## config.mk

```make
export PLATFORM = sky130hd
export DESIGN_NAME = boot_copy_ctrl
export DESIGN_NICKNAME = d
export VERILOG_FILES = /design/src/rtl/boot_pkg.sv /design/src/rtl/boot_copy_ctrl.sv
export SDC_FILE = /design/constraint.sdc
export NUM_CORES = 1
export LEC_CHECK = 0
export BUFFER_PORTS_ARGS = -buffer_cell sky130_fd_sc_hd__buf_4
export CAP_MARGIN = 20
export CORE_MARGIN = 2
export CORE_UTILIZATION = 45
export CTS_BUF_LIST = sky130_fd_sc_hd__clkbuf_2
export DETAILED_ROUTE_END_ITERATION = 8
export GPL_ROUTABILITY_DRIVEN = 0
export PLACE_DENSITY_LB_ADDON = 0.2
export SLEW_MARGIN = 20
export SYNTH_ARGS = -nofsm -noshare
export SYNTH_HDL_FRONTEND = slang
export SYNTH_SLANG_ARGS = --single-unit
```

## constraint.sdc

```tcl
create_clock -name clk -period 3.15 [get_ports clk]
set_clock_uncertainty 0.2 [all_clocks]
set_input_delay 0.1575 -clock clk [delete_from_list [all_inputs] [get_ports clk]]
set_output_delay 0.1575 -clock clk [all_outputs]
set_load 0.01 [all_outputs]
```

## src/rtl/boot_pkg.sv

```systemverilog
// Shared definitions for the bootstrap copier: FSM state encoding and the
// default memory-map constants used by the top level and the ROM image build.
package boot_pkg;

   typedef enum logic [1:0] {
      IDLE  = 2'd0,
      COPY  = 2'd1,
      DRAIN = 2'd2,
      DONE  = 2'd3
   } state_t;

   localparam logic [15:0] DEST_BASE_DEF = 16'hFF00;
   localparam int          LEN_DEF       = 256;

endpackage

```

## src/rtl/boot_copy_ctrl.sv

```systemverilog
// Bootstrap copier: holds the CPU halted, streams LEN ROM bytes into RAM at
// DEST_BASE, then releases the CPU and hands it the ROM port.
module boot_copy_ctrl
   import boot_pkg::*;
#(
   parameter logic [15:0] DEST_BASE = DEST_BASE_DEF,
   parameter int          LEN       = LEN_DEF
) (
   input  logic        clk,
   input  logic        rst,
   input  logic        restart,
   output logic [7:0]  rom_addr,
   output logic        rom_cs,
   input  logic [7:0]  rom_dbr,
   input  logic [7:0]  cpu_rom_addr,
   input  logic        cpu_rom_cs,
   output logic [7:0]  cpu_rom_dbr,
   output logic [15:0] ram_addr,
   output logic [7:0]  ram_dbw,
   output logic        ram_we,
   output logic        cpu_halt,
   output logic        done
);

   localparam logic [7:0] LAST_IDX = 8'(LEN - 1);

   state_t     state;
   logic [7:0] rd_idx;
   logic       vld_p1;
   logic [7:0] wr_off_p1;
   logic       halt_q;
   logic       done_q;

   always_ff @(posedge clk) begin
      if (rst) begin
         state  <= IDLE;
         rd_idx <= 8'd0;
         vld_p1 <= 1'b0;
         halt_q <= 1'b1;
         done_q <= 1'b0;
      end else begin
         vld_p1 <= 1'b0;
         case (state)
            IDLE: begin
               state  <= COPY;
               rd_idx <= 8'd0;
            end
            COPY: begin
               // 8-bit index: LEN=256 ends on 255 without needing a wider compare
               rd_idx <= rd_idx + 8'd1;
               vld_p1 <= 1'b1;
               if (rd_idx == LAST_IDX)
                  state <= DRAIN;
            end
            DRAIN: begin
               state  <= DONE;
               halt_q <= 1'b0;
               done_q <= 1'b1;
            end
            DONE: begin
               if (restart) begin
                  state  <= COPY;
                  rd_idx <= 8'd0;
                  halt_q <= 1'b1;
                  done_q <= 1'b0;
               end
            end
            default: state <= IDLE;
         endcase
      end
   end

   // p1: ROM read of offset k lands in RAM one cycle later
   always_ff @(posedge clk) begin
      if (state == COPY)
         wr_off_p1 <= rd_idx;
   end

   always_comb begin
      rom_addr = rd_idx;
      rom_cs   = 1'b0;
      case (state)
         COPY: rom_cs = 1'b1;
         DONE: begin
            rom_addr = cpu_rom_addr;
            rom_cs   = cpu_rom_cs;
         end
         default: ;
      endcase
   end

   assign cpu_rom_dbr = rom_dbr;
   assign ram_we      = vld_p1;
   assign ram_addr    = DEST_BASE + {8'h00, wr_off_p1};
   assign ram_dbw     = rom_dbr;
   assign cpu_halt    = halt_q;
   assign done        = done_q;

endmodule

```

* Word-level counts from Yosys, hierarchy flattened *
Index checks and enable logic that the tools add are counted.
Widths: inputs -> output; s select.

operators by class
  add/subtract/negate cells = 2
  reductions and logical operators = 6
  mux-type cells = 12
  eq/ne operators = 6

operators with widths
  operator              number
  $pmux 8 s3            1
  $mux 8                2
  $add 9x9->10 const A  1
  $add 8x1->8 const B   1
  $eq 8x8->1 const B    1
  $pmux 2 s4            1
  $pmux 1 s2            3
  $reduce_and 2->1      3
  $eq 2x2->1 const B    2
  $mux 2                2
  $ne 2x2->1 const B    2
  $mux 1                3
  $reduce_bool 3->1     1
  $eq 2x1->1 const B    1
  $logic_not 2->1       1
  $reduce_bool 2->1     1

storage, ports and cells
  word-level logic and storage cells = 32
  flip-flop bits (word level) = 21
  output and inout port bits = 44
  bits of input ports = 20

* Depth between registers and ports, before layout *
  word-level depth = 3
  gate-level depth with buffers = 6
  gate-level depth less buffers = 5

* Worst setup path after synthesis *
OpenSTA, ideal clock, no wires.

  path type = register -> register
  start = reg state[0]
  end = reg state[0]
  data required time = 2.864 ns
  clock period less this slack = 1.612 ns
  cell stages (with the launch flop) = 5
  buffers on the path = 0
  setup time = 0.086 ns
  path slack = 1.538 ns
  arrival time = 1.326 ns
  path through = dfxtp_1 > ha_1 > o21ai_1 > and2_1 > a211oi_1

between the ends
  word-level cells in the longest chain between the ends = 3
  elaborated cells between the ends (all ways) = 8
  those cells by class = eq/ne: 5; mux: 1; reduce/logical: 2

RTL lines
  element                                          line                  source
  from (decl)                                      boot_copy_ctrl.sv:27  state_t state;
  from (signal assigned)                           boot_copy_ctrl.sv:36  state <= IDLE;
  from (signal assigned)                           boot_copy_ctrl.sv:45  state <= COPY;
  from (signal assigned)                           boot_copy_ctrl.sv:53  state <= DRAIN;
  $eq 2x1->1 / $eq 2x2->1 (equally long branches)  boot_copy_ctrl.sv:43  case (state)
  $ne 2x2->1 (no source line)                      n/a
  $reduce_and 2->1 (no source line)                n/a

Several ways; a longest one is shown, not always the timed one.
A chain may end at the register's enable or synchronous reset.

* Final worst setup path *
  start = reg state[0]
  end = out rom_addr[0]

between the ends
  word-level cells in the longest chain between the ends = 2

RTL lines
  element     line                  source
  $eq 2x2->1  boot_copy_ctrl.sv:82  case (state)
  $mux 8      boot_copy_ctrl.sv:82
  to (decl)   boot_copy_ctrl.sv:12  output logic [7:0] rom_addr,

Every way passes these cells.

==> results.cfg <==
[status]
status = complete, no violations

[global_route]
overflow = 0
grt_pass1_vias = 733
antenna_found_initial = 0
grt_max_degree = 15
grt.total_usage = 0.145
grt_pass1_wl_um = 3440

[die]
core_mm2 = 0.00248
num_rows = 18
die_y_um = 55.3
start_util = 0.478
dieWidth_um = 55.3
dieArea_mm2 = 0.00306
ios = 64

[setup_path]
r2r_cells = 5
worst-path-buf-inv = 1
arrival_ns = 1.92
reg2reg_to = rd_idx[2]
cp_top_family = adder cells
critPathKind = flip-flop to output pin
crit_path_start_kind = flip-flop
cp.required_ns = 2.79
slowest_delay_ns = 0.57
cp-end-kind = output pin
timing.rr.start = state[0]
cp_max_fo = 14
cp_slowest_cell = ha_1
worstPathCellList = ha_1 > mux2_2 > buf_4
reg2reg_slack_ns = 1.15

[routing]
first_pass_iters = 4
route.vias.total = 781
vias_per_cell = 4.88
drc_errors = 0
drt-total-wl_um = 2030
postRouteAntennaNets = 0
wl_per_cell_um = 12.7
drtIter0Drc = 13

[clocking]
clkLatencyLatePin_ns = 0.34
cts_sinks = 21
post_cts_buffers = 0
clk_pin_slew_ns = 0.21
cts-hold-fix-buffers = 2
cts_htree_levels = 1
cts_tree = done
cts_made_buffers = 3
clockBufferDepth = 2
ctsResizeCount = 0
cts-root-buf = clkbuf_2

[power]
ir_drop_v = 0.000390
power_leakage_nw = 0.546
p_per_area_mw_per_mm2 = 638

[final_layout]
diodes = 0
drive_above_1_share = 0.369
multi_input_area_um2 = 500
areaGrowthSynthToFinish_pct = 11.4
fin_area_mm2 = 0.00132
stdcell_count = 160
finalNetCount = 156
layout.cells.most_common_list = buf_4, dfxtp_1, nor2_1
fillCellCount = 236
final_common_cell = buf_4
ff_latch_area_um2 = 500

[sta]
fmax_mhz = 440
setup_violations = 0
slew_violations = 0
fin_setup_tns_ns = 0
rsz0062_at_grt = no
fin_crit_ns = 2.27
fin_crit_sh = 0.722
fin_ws_ns = 0.876
worstMarginPinSlew_ns = 0.600
slew_headroom = 0.600
finalHoldViolCount = 0

[hold_path]
min_from = rom_dbr[7]
min_to = ram_dbw[7]
hold_depth = 0
hold_path_class = input port to output pin

[run]
cap_violations = 0

[synthesis]
synth_top_area_cell = dfxtp_1
ys_ff_latch = 21
synth_top_cell_area_share = 0.220
ys_seq_area_frac = 0.423
synth_area_per_cell_um2 = 10.5
netlist_top_cells_area = dfxtp_1, edfxtp_1, buf_4
syn_area_mm2 = 0.00118
yosys_warnings = 0
synth_cell_types = 29
synthesis.instances = 113

[placement]
placed_area_mm2 = 0.00128
dp_hpwl_um = 1500
io_buffers = 31
dpl.cell_count = 154
pre_cts_ws_ns = 1.15
## final cells by class
| class | instances | share of cell area |
|---|---|---|
| clock buffer | 3 | 0.0114 |
| sequential | 21 | 0.380 |
| clock inverter | 1 | 0.00380 |
| timing repair buffer | 33 | 0.192 |
| multi-input combinational | 70 | 0.380 |
| tap | 30 | 0.0285 |
| inverter | 2 | 0.00569 |
## how the worst max path moves through the flow
stage | end | start | cells after the start | slack [ns]
floorplan | state[0] | state[0] | 4 | 1.54
global placement | rd_idx[3] | state[0] | 5 | 1.25
detailed placement | rd_idx[6] | state[0] | 5 | 1.15
CTS | rom_addr[0] | state[0] | 3 | 0.85
global route | rom_addr[7] | state[0] | 3 | 0.72
finish | rom_addr[0] | state[0] | 3 | 0.88
## power breakdown
group	internal [W]	switching (W)	leakage, nW
combinational	0.000164	0.000178	0.346
sequential	0.000351	0.0000328	0.184
clock	0.0000288	0.0000865	0.0164
## cells by family (layout without fill, tap and decap cells)
family,count (synthesis),count (layout),synth area share
compound gates,14,14,0.0698
xor+xnor,6,6,0.0444
fa+ha+maj,5,5,0.0529
buf+inv,29,39,0.177
flops,21,21,0.423
mux,8,8,0.0761
other cells,1,8,0.00317
simple gates,29,29,0.154
## registers in the layout, summed over array words and instances, names as in the netlist
| signal | flops |
|---|---|
| rd_idx | 8 |
| wr_off_p1 | 8 |
| done | 1 |
| ram_we | 1 |
| state | 2 |
| cpu_halt | 1 |
## layer usage
metal | global-route usage | vias up | routed length (um)
met5 | 0 | - | 0
met1 | 0.175 | 355 | 889
met2 | 0.224 | 34 | 962
li1 | - | 388 | -
met4 | 0.0662 | 0 | 13
met3 | 0.0585 | 4 | 164
## cell usage after synthesis
cell / instances
a21oi_1: 6
buf_4: 24
nor4_2: 3
conb_1: 1
nand2_1: 3
nor4b_2: 1
buf_2: 2
nor3_1: 1
inv_1: 2
edfxtp_1: 8
xnor2_1: 6
o21bai_1: 1
a21o_1: 2
o21ai_0: 2
buf_6: 1
o21ai_1: 1
nor2b_1: 2
nand2b_1: 1
nor3b_1: 1
ha_1: 5
nand4_1: 1
a211oi_1: 2
nand3_1: 4
nor2_1: 9
nand3b_1: 1
and2_1: 1
dfxtp_1: 13
mux2_2: 8
nor2b_4: 1
## metrics by stage
| stage | util | hold slack [ns] | power (W) |
|---|---|---|---|
| after floorplan | - | 0.0266 | 0.000620 |
| after global placement | 0.516 | 0.115 | 0.000726 |
| after detailed placement | 0.516 | 0.115 | 0.000735 |
| after CTS | 0.532 | 0.115 | 0.000852 |
| after global routing | 0.532 | 0.115 | 0.000901 |
| final | 0.532 | 0.115 | 0.000842 |
(Power assumes the default switching activity.)
